**config.mk**
```make
export PLATFORM = sky130hd
export DESIGN_NAME = cfg_chain_loader
export DESIGN_NICKNAME = d
export VERILOG_FILES = /design/src/rtl/cfg_loader_pkg.sv /design/src/rtl/cfg_piso8.sv /design/src/rtl/cfg_chain_loader.sv
export SDC_FILE = /design/constraint.sdc
export NUM_CORES = 1
export LEC_CHECK = 0
export ABC_AREA = 1
export CORE_ASPECT_RATIO = 1.4
export CORE_UTILIZATION = 54
export CTS_CLUSTER_DIAMETER = 80
export CTS_CLUSTER_SIZE = 8
export DETAILED_ROUTE_END_ITERATION = 8
export MAX_ROUTING_LAYER = met4
export PLACE_DENSITY = 0.8
export SYNTH_ARGS = -nofsm -noshare
export SYNTH_HDL_FRONTEND = slang
export SYNTH_HIERARCHICAL = 1
export SYNTH_SLANG_ARGS = --single-unit
```
**constraint.sdc**
```tcl
create_clock -name clk -period 2.35 [get_ports clk]
set_input_delay 0.3525 -clock clk [delete_from_list [all_inputs] [get_ports clk]]
set_output_delay 0.3525 -clock clk [all_outputs]
set_load 0.05 [all_outputs]
```
**src/rtl/cfg_loader_pkg.sv**
```systemverilog
// Shared types and sizing helpers for the configuration-chain loader.
package cfg_loader_pkg;

  localparam int unsigned BYTE_W    = 8;
  localparam int unsigned BIT_IDX_W = $clog2(BYTE_W);

  typedef enum logic [1:0] {
    IDLE,
    FETCH,
    SHIFT,
    DONE
  } state_e;

  // Width needed to count 0..chain_len inclusive.
  function automatic int unsigned cnt_width(input int unsigned chain_len);
    return $clog2(chain_len + 1);
  endfunction

endpackage

```
**src/rtl/cfg_piso8.sv**
```systemverilog
// 8-bit parallel-load / shift-left register; the MSB is the next serial bit.
module cfg_piso8
  import cfg_loader_pkg::*;
(
  input  logic              clk,
  input  logic              rst_n,
  input  logic              load,
  input  logic              shift,
  input  logic [BYTE_W-1:0] din,
  output logic              msb
);

  logic [BYTE_W-1:0] shreg;

  // Load wins over shift so a back-to-back byte replaces the emptied register.
  always_ff @(posedge clk or negedge rst_n) begin
    if (!rst_n) begin
      shreg <= '0;
    end else if (load) begin
      shreg <= din;
    end else if (shift) begin
      shreg <= {shreg[BYTE_W-2:0], 1'b0};
    end
  end

  assign msb = shreg[BYTE_W-1];

endmodule

```
**src/rtl/cfg_chain_loader.sv**
```systemverilog
// Byte-stream to serial configuration-chain writer: bytes in over valid/ready,
// bits out MSB-first to the fabric chain head with a per-bit shift enable.
module cfg_chain_loader
  import cfg_loader_pkg::*;
#(
  parameter int unsigned CHAIN_LEN = 96,
  parameter int unsigned CNT_W     = cnt_width(CHAIN_LEN)
) (
  input  logic              clk,
  input  logic              rst_n,
  input  logic              start,
  input  logic              abort,
  input  logic [BYTE_W-1:0] s_data,
  input  logic              s_valid,
  output logic              s_ready,
  output logic              ccff_head,
  output logic              prog_en,
  output logic              busy,
  output logic              done,
  output logic [CNT_W-1:0]  bits_loaded
);

  localparam logic [CNT_W-1:0]     LAST_IDX  = CNT_W'(CHAIN_LEN - 1);
  localparam logic [BIT_IDX_W-1:0] LAST_BIT  = BIT_IDX_W'(BYTE_W - 1);

  state_e               state_q, state_d;
  logic [BIT_IDX_W-1:0] byte_bit_q, byte_bit_d;
  logic [CNT_W-1:0]     cnt_d;
  logic                 ccff_d, prog_en_d, busy_d, done_d;
  logic                 load, shift, msb;
  logic                 byte_last, chain_last, hs;

  cfg_piso8 u_piso (
    .clk   (clk),
    .rst_n (rst_n),
    .load  (load),
    .shift (shift),
    .din   (s_data),
    .msb   (msb)
  );

  assign chain_last = (bits_loaded == LAST_IDX);
  assign byte_last  = (byte_bit_q == LAST_BIT) || chain_last;

  // Ready only when a new byte can be taken without a bubble; abort suppresses it.
  assign s_ready = !abort &&
                   ((state_q == FETCH) ||
                    ((state_q == SHIFT) && byte_last && !chain_last));
  assign hs = s_valid && s_ready;

  always_comb begin
    state_d    = state_q;
    byte_bit_d = byte_bit_q;
    cnt_d      = bits_loaded;
    ccff_d     = ccff_head;
    prog_en_d  = 1'b0;
    busy_d     = busy;
    done_d     = done;
    load       = 1'b0;
    shift      = 1'b0;

    if (abort) begin
      state_d = IDLE;
      busy_d  = 1'b0;
      done_d  = 1'b0;
    end else begin
      unique case (state_q)
        IDLE, DONE: begin
          // Completion flags settle one edge after the final shift enable.
          if (state_q == DONE) begin
            busy_d = 1'b0;
            done_d = 1'b1;
          end
          if (start) begin
            state_d = FETCH;
            cnt_d   = '0;
            busy_d  = 1'b1;
            done_d  = 1'b0;
          end
        end

        FETCH: begin
          if (hs) begin
            load       = 1'b1;
            byte_bit_d = '0;
            state_d    = SHIFT;
          end
        end

        SHIFT: begin
          shift      = 1'b1;
          ccff_d     = msb;
          prog_en_d  = 1'b1;
          cnt_d      = bits_loaded + CNT_W'(1);
          byte_bit_d = byte_bit_q + BIT_IDX_W'(1);
          if (chain_last) begin
            state_d = DONE;
          end else if (byte_last) begin
            if (hs) begin
              load       = 1'b1;
              byte_bit_d = '0;
            end else begin
              state_d = FETCH;
            end
          end
        end

        default: state_d = IDLE;
      endcase
    end
  end

  always_ff @(posedge clk or negedge rst_n) begin
    if (!rst_n) begin
      state_q     <= IDLE;
      byte_bit_q  <= '0;
      bits_loaded <= '0;
      ccff_head   <= 1'b0;
      prog_en     <= 1'b0;
      busy        <= 1'b0;
      done        <= 1'b0;
    end else begin
      state_q     <= state_d;
      byte_bit_q  <= byte_bit_d;
      bits_loaded <= cnt_d;
      ccff_head   <= ccff_d;
      prog_en     <= prog_en_d;
      busy        <= busy_d;
      done        <= done_d;
    end
  end

endmodule

```
; Word-level counts from Yosys, hierarchy flattened
; Index checks and enable logic that the tools add are counted.
[totals]
regBits = 24
[op_classes]
add_sub_neg = 2
eq_ne = 11
muxes = 31
bitwise = 1
n_reduce_logical = 20
[op_table]
columns = cell, n
row1 = 8-bit 2-to-1 mux, 2
row2 = 1-bit 2-to-1 mux, 14
row3 = 7-bit one-hot mux with 2 select lines, 1
row4 = 2-bit 2-to-1 mux, 6
row5 = 3-bit 2-to-1 mux, 4
row6 = "4-bit inequality test, second input constant", 2
row7 = 2-bit nonzero test, 4
row8 = "7-bit by 1-bit adder with 7-bit output, second input constant", 1
row9 = "7-bit == test, second input constant", 1
row10 = 7-bit 2-to-1 mux, 1
row11 = "3-bit inequality test, second input constant", 2
row12 = 2-bit one-hot mux with 3 select lines, 1
row13 = 3-bit one-hot mux with 2 select lines, 1
row14 = 3-bit AND reduction, 2
row15 = "2-bit == test, second input constant", 2
row16 = 1-bit logical AND, 4
row17 = "2-bit inequality test, second input constant", 2
row18 = 2-bit AND reduction, 2
row19 = 4-bit AND reduction, 1
row20 = "3-bit by 1-bit adder with 3-bit output, second input constant", 1
row21 = "3-bit == test, second input constant", 1
row22 = 3-bit nonzero test, 1
row23 = "2-bit by 1-bit == test with 1-bit output, second input constant", 1
row24 = 1-bit logical NOT, 2
row25 = other kinds (5), 6

; Longest topological paths before layout
[depth]
word_depth = 13
ltp_mapped = 12

; By module
; Netlist, hierarchy kept.
[by_module_without_submodules]
columns = mod, n_inst, cells_each, area_each_um2, seq_area_each_um2
row1 = cfg_chain_loader, 1, 115, 914.6, 400.4
row2 = cfg_piso8, 1, 43, 376.6, 200.2

; Worst setup path before layout
; Ideal clock, no wire load.
[synth_timing]
path_kind = register -> output
from = reg bits_loaded[0]
to = out s_ready
arrival_ns = 1.846
required_ns = 1.997
slack_ns = 0.151
path_stages_with_launch = 5
n_path_buf = 0
cell_sequence = dfrtp_1 > ha_1 > nand3_1 > o21ai_1 > a21oi_1
[synth_via]
elab_chain_cells = 6
elab_cells_between_ends = 7
[synth_rtl]
columns = item, line_no
row1 = start: declaration, cfg_chain_loader.sv:20  ; output logic [CNT_W-1:0] bits_loaded
row2 = start signal: assignment, cfg_chain_loader.sv:125  ; bits_loaded <= cnt_d;
row3 = 7-bit == test *, cfg_chain_loader.sv:42  ; assign chain_last = (bits_loaded == LAST_IDX);
row4 = 1-bit logical OR, cfg_chain_loader.sv:43  ; assign byte_last = (byte_bit_q == LAST_BIT) || chain_last;
row5 = 1-bit logical AND, cfg_chain_loader.sv:48  ; ((state_q == SHIFT) && byte_last && !chain_last));
row6 = 1-bit logical AND *, cfg_chain_loader.sv:48
row7 = 1-bit logical OR *, cfg_chain_loader.sv:47  ; ((state_q == FETCH) ||
row8 = 1-bit logical AND *, cfg_chain_loader.sv:46  ; assign s_ready = !abort &&
row9 = end: declaration, cfg_chain_loader.sv:15  ; output logic s_ready,
; Mark *: on every way between the ends. The rest lies on a longest branch, timed or not.

; Final worst setup path
[layout_timing]
from = reg state_q[0]
to = out s_ready
[layout_via]
elab_chain_cells = 5
elab_cells_between_ends = 6
[layout_rtl]
columns = item, line_no
row1 = start: declaration, cfg_chain_loader.sv:26  ; state_e state_q, state_d;
row2 = start signal: assignment, cfg_chain_loader.sv:123  ; state_q <= state_d;
row3 = 2-bit == test, cfg_chain_loader.sv:48
row4 = 1-bit logical AND (2 in a row), cfg_chain_loader.sv:48
row5 = 1-bit logical OR *, cfg_chain_loader.sv:47
row6 = 1-bit logical AND *, cfg_chain_loader.sv:46
; Marks and branches as above.

==> results.md <==
- Status: finished with violations
- Failing checks: design-rule violations
- Synth cell types: 25
- Syn Inst Count: around 160
- Top post-synthesis cells by count: 40 x nand2_1, 25 x nand3_1, 24 x dfrtp_1
- Ranking of synthesized cells by area: dfrtp_1 47%, nand2_1 12%, nand3_1 9.7%
- Vias in the first global route: a little over 1000
- Leading area contributor after synthesis: dfrtp_1
- Clk sinks: 24
- Uppermost layer routed: met4
- Register area share after synthesis: 0.465
- Initial DRC count: 21
- Post-synthesis net count: 178
- Height of the die: roughly 60 um
- Cts bufs inserted: 3
- Post-synth EDFFs: 0
- DR pass1 iterations: 8
- Final HPWL from detailed placement: ~1900 um
- Final Hold Fails: 0
- Final Max Slew Viols: 0
- RSZ-0062 raised after global routing: false
- Pin count of the biggest net entering global routing: 25
- GPL Wtd Cong: 0.821
- Met3 WL: 82 um
- Placed Area: between 1500 and 2000 um^2
- Post-DRT Antenna Nets: 0
- Clk buf depth: 2
- Pleak: slightly below 0.0008 uW
- Met1 WL: 965 um
- Post-synth ARST share: 1.00
- Syn Area/Cell: about 8.2 um^2
- Core ar.: ~2200 um^2
- Slowest stage delay, CP: approximately 450 ps
- H-tree levels: 1
- Max Fclk: ~450 MHz
- Fill count: ~190
- Crit path cell chain: inv_1 -> ha_2 -> nor2_1 -> nor2_2 -> inv_1 -> a21oi_1 -> buf_12
- Setup crit end kind: primary output
- # diodes: 0
- Worst skew pair latency: around 330 ps
- Critical Path AT: about 1900 ps
- Die footprint: between 2000 and 3000 um^2
- Buffers on Ports: 24
- Tcrit/Tclk final: 0.937
- Reg clk slew, reported paths: about 140 ps
- Post-Layout Cell Count: ~210
- Register area: 601 um^2
- Placed cells: 204
- Post-synth top flop: dfrtp_1
- Die width: 43.3 um
- Initial Utilization: 0.580
- Routed wire per std cell: about 12 um
- Synth top area share: 0.465
- Clk_skew: 9.61 ps
- Wire length on met2: 1290 um
- Most Frequent Cell on Critical Path: inv_1
- Mapped Area: around 1300 um^2
- YS warnings: 6
- WS Path Type: reg -> out
- MaxCap Viol Count: 0
- Total GRT Usage: 0.221
- Row cnt: 20
- Minimum clock period: ~2200 ps
- WL final: about 2400 um
- Antenna violations before repair: 0
- PD cells: roughly 830 nW/um^2
- WP data required: ~2000 ps
- Cell with the most instances after synthesis: nand2_1
- CTS tree: built
- Worst Hold Class: in -> async
- Worst Max-Slew Pin Slew: slightly below 500 ps
- Grt ovf: 0
- Layout area overhead: 25.5%
- Worst VDD drop: 0.654 mV
- Critical path's slowest cell: dfrtp_1
- Io pins: 25
- DRC viols: 4
- Setup Buffers After CTS: 0
- Vias: between 1000 and 1500
- Synth Register Bits: 24
- Multi-input gate area in the final layout: between 500 and 600 um^2
- Slew headroom: 0.668
- Sum Neg Setup Slack: 0 ps
- First-pass GRT wire length: 4040 um
- Post-DR vias/cell: 5.36
- Final setup fails: 0
- Max FO, Critical Path: 9
- Critical path launch point type: register
- Fin area: around 1600 um^2
- Nets: a little over 200
- Clock Tree Root: clkbuf_4
- Layout cells sized above 1: 0.0914
-- cells by family after synthesis --
| family | after synthesis | share of synthesized area |
|---|---|---|
| xor gates and xnor gates | 2 | 0.0136 |
| adders and majority gates | 7 | 0.0678 |
| DFF | 24 | 0.465 |
| buffers and inverters | 21 | 0.0727 |
| AOI/OAI and AO/OA | 13 | 0.0514 |
| and+or+nand+nor | 91 | 0.329 |
-- metal layers --
layer,up-vias,track usage
met2,25,0.411
met4,0,0.138
met3,6,0.0181
met5,-,-
met1,518,0.217
li1,565,-
-- layout by cell type (no fill, tap or decap) --
master and n:
clkdlybuf4s50_1 23, nand3_2 1, o21ai_0 2, nor2_1 14
clkbuf_4 3, nand4_1 1, nand2_2 1, xor2_1 1
o21ai_1 3, dfrtp_1 24, bufinv_16 1, ha_1 6
a21oi_1 7, nor2_8 1, nand3_1 25, nor3b_1 1
buf_12 1, and3_1 1, nor3_1 2, inv_2 2
nor2_2 2, buf_4 3, ha_2 1, xnor2_1 1
nand3b_1 1, inv_1 16, o22ai_1 1, nand2_1 40
nand2_4 1
-- report_power, final --
part | switching, uW | internal [uW] | total, uW
registers | 58.9 | 498 | 557
clock network | 128 | 173 | 300
logic | 315 | 178 | 494
total | 502 | 849 | 1350
-- state kept, by name, summed over array words and instances (netlist names) --
register / flops
byte_bit_q: 3
u_piso/shreg: 8
prog_en: 1
ccff_head: 1
busy: 1
bits_loaded: 7
state_q: 2
done: 1
-- worst max-delay path, delay by kind of cell, from the launching register on --
family | cells | cell delay, ps
AO/OA/AOI/OAI | 1 | 230
adder cells (fa/ha/maj) | 1 | 280
flip-flops | 1 | 450
AND/OR/NAND/NOR | 2 | 240
buffers and inverters | 3 | 330
-- through the flow --
step	utilization	setup WS [ps]	hold slack (ps)	total power, uW
after global routing	0.728	40.2	382	1430
final	0.728	149	366	1350
after CTS	0.726	28.6	369	1360
after floorplan	-	151	56.9	899
after global placement	0.703	420	469	1040
after detailed placement	0.703	393	469	1050
-- area by class of cell --
| cell class | count | share of cell area |
|---|---|---|
| Inverter | 18 | 0.0417 |
| Tap cell | 22 | 0.0170 |
| Clock buffer | 3 | 0.0139 |
| Sequential cell | 24 | 0.371 |
| Timing Repair Buffer | 27 | 0.168 |
| Multi-Input combinational cell | 113 | 0.370 |
| Clock inverter | 1 | 0.0185 |
-- repair_timing --
| action | in CTS | in global routing |
|---|---|---|
| endpoints found under the setup margin | 0 | 1 |
| hold buffers | 0 | 0 |
| resized for setup | 0 | 1 |
-- final timing paths --
| check | startpoint | to | slack [ps] | cells after the start |
|---|---|---|---|---|
| max in group asynchronous | rst_n | u_piso/shreg[2] | 1740 | 2 |
| worst min register to register | u_piso/shreg[0] | u_piso/shreg[0] | 490 | 2 |
| worst min-delay path | rst_n | bits_loaded[3] | 370 | 2 |
| min in group clk | u_piso/shreg[0] | u_piso/shreg[0] | 490 | 2 |
| worst max register to register | state_q[0] | u_piso/shreg[2] | 510 | 10 |
| worst max-delay path | state_q[0] | s_ready | 150 | 7 |
No activity file was read; power rests on OpenSTA's default activity.
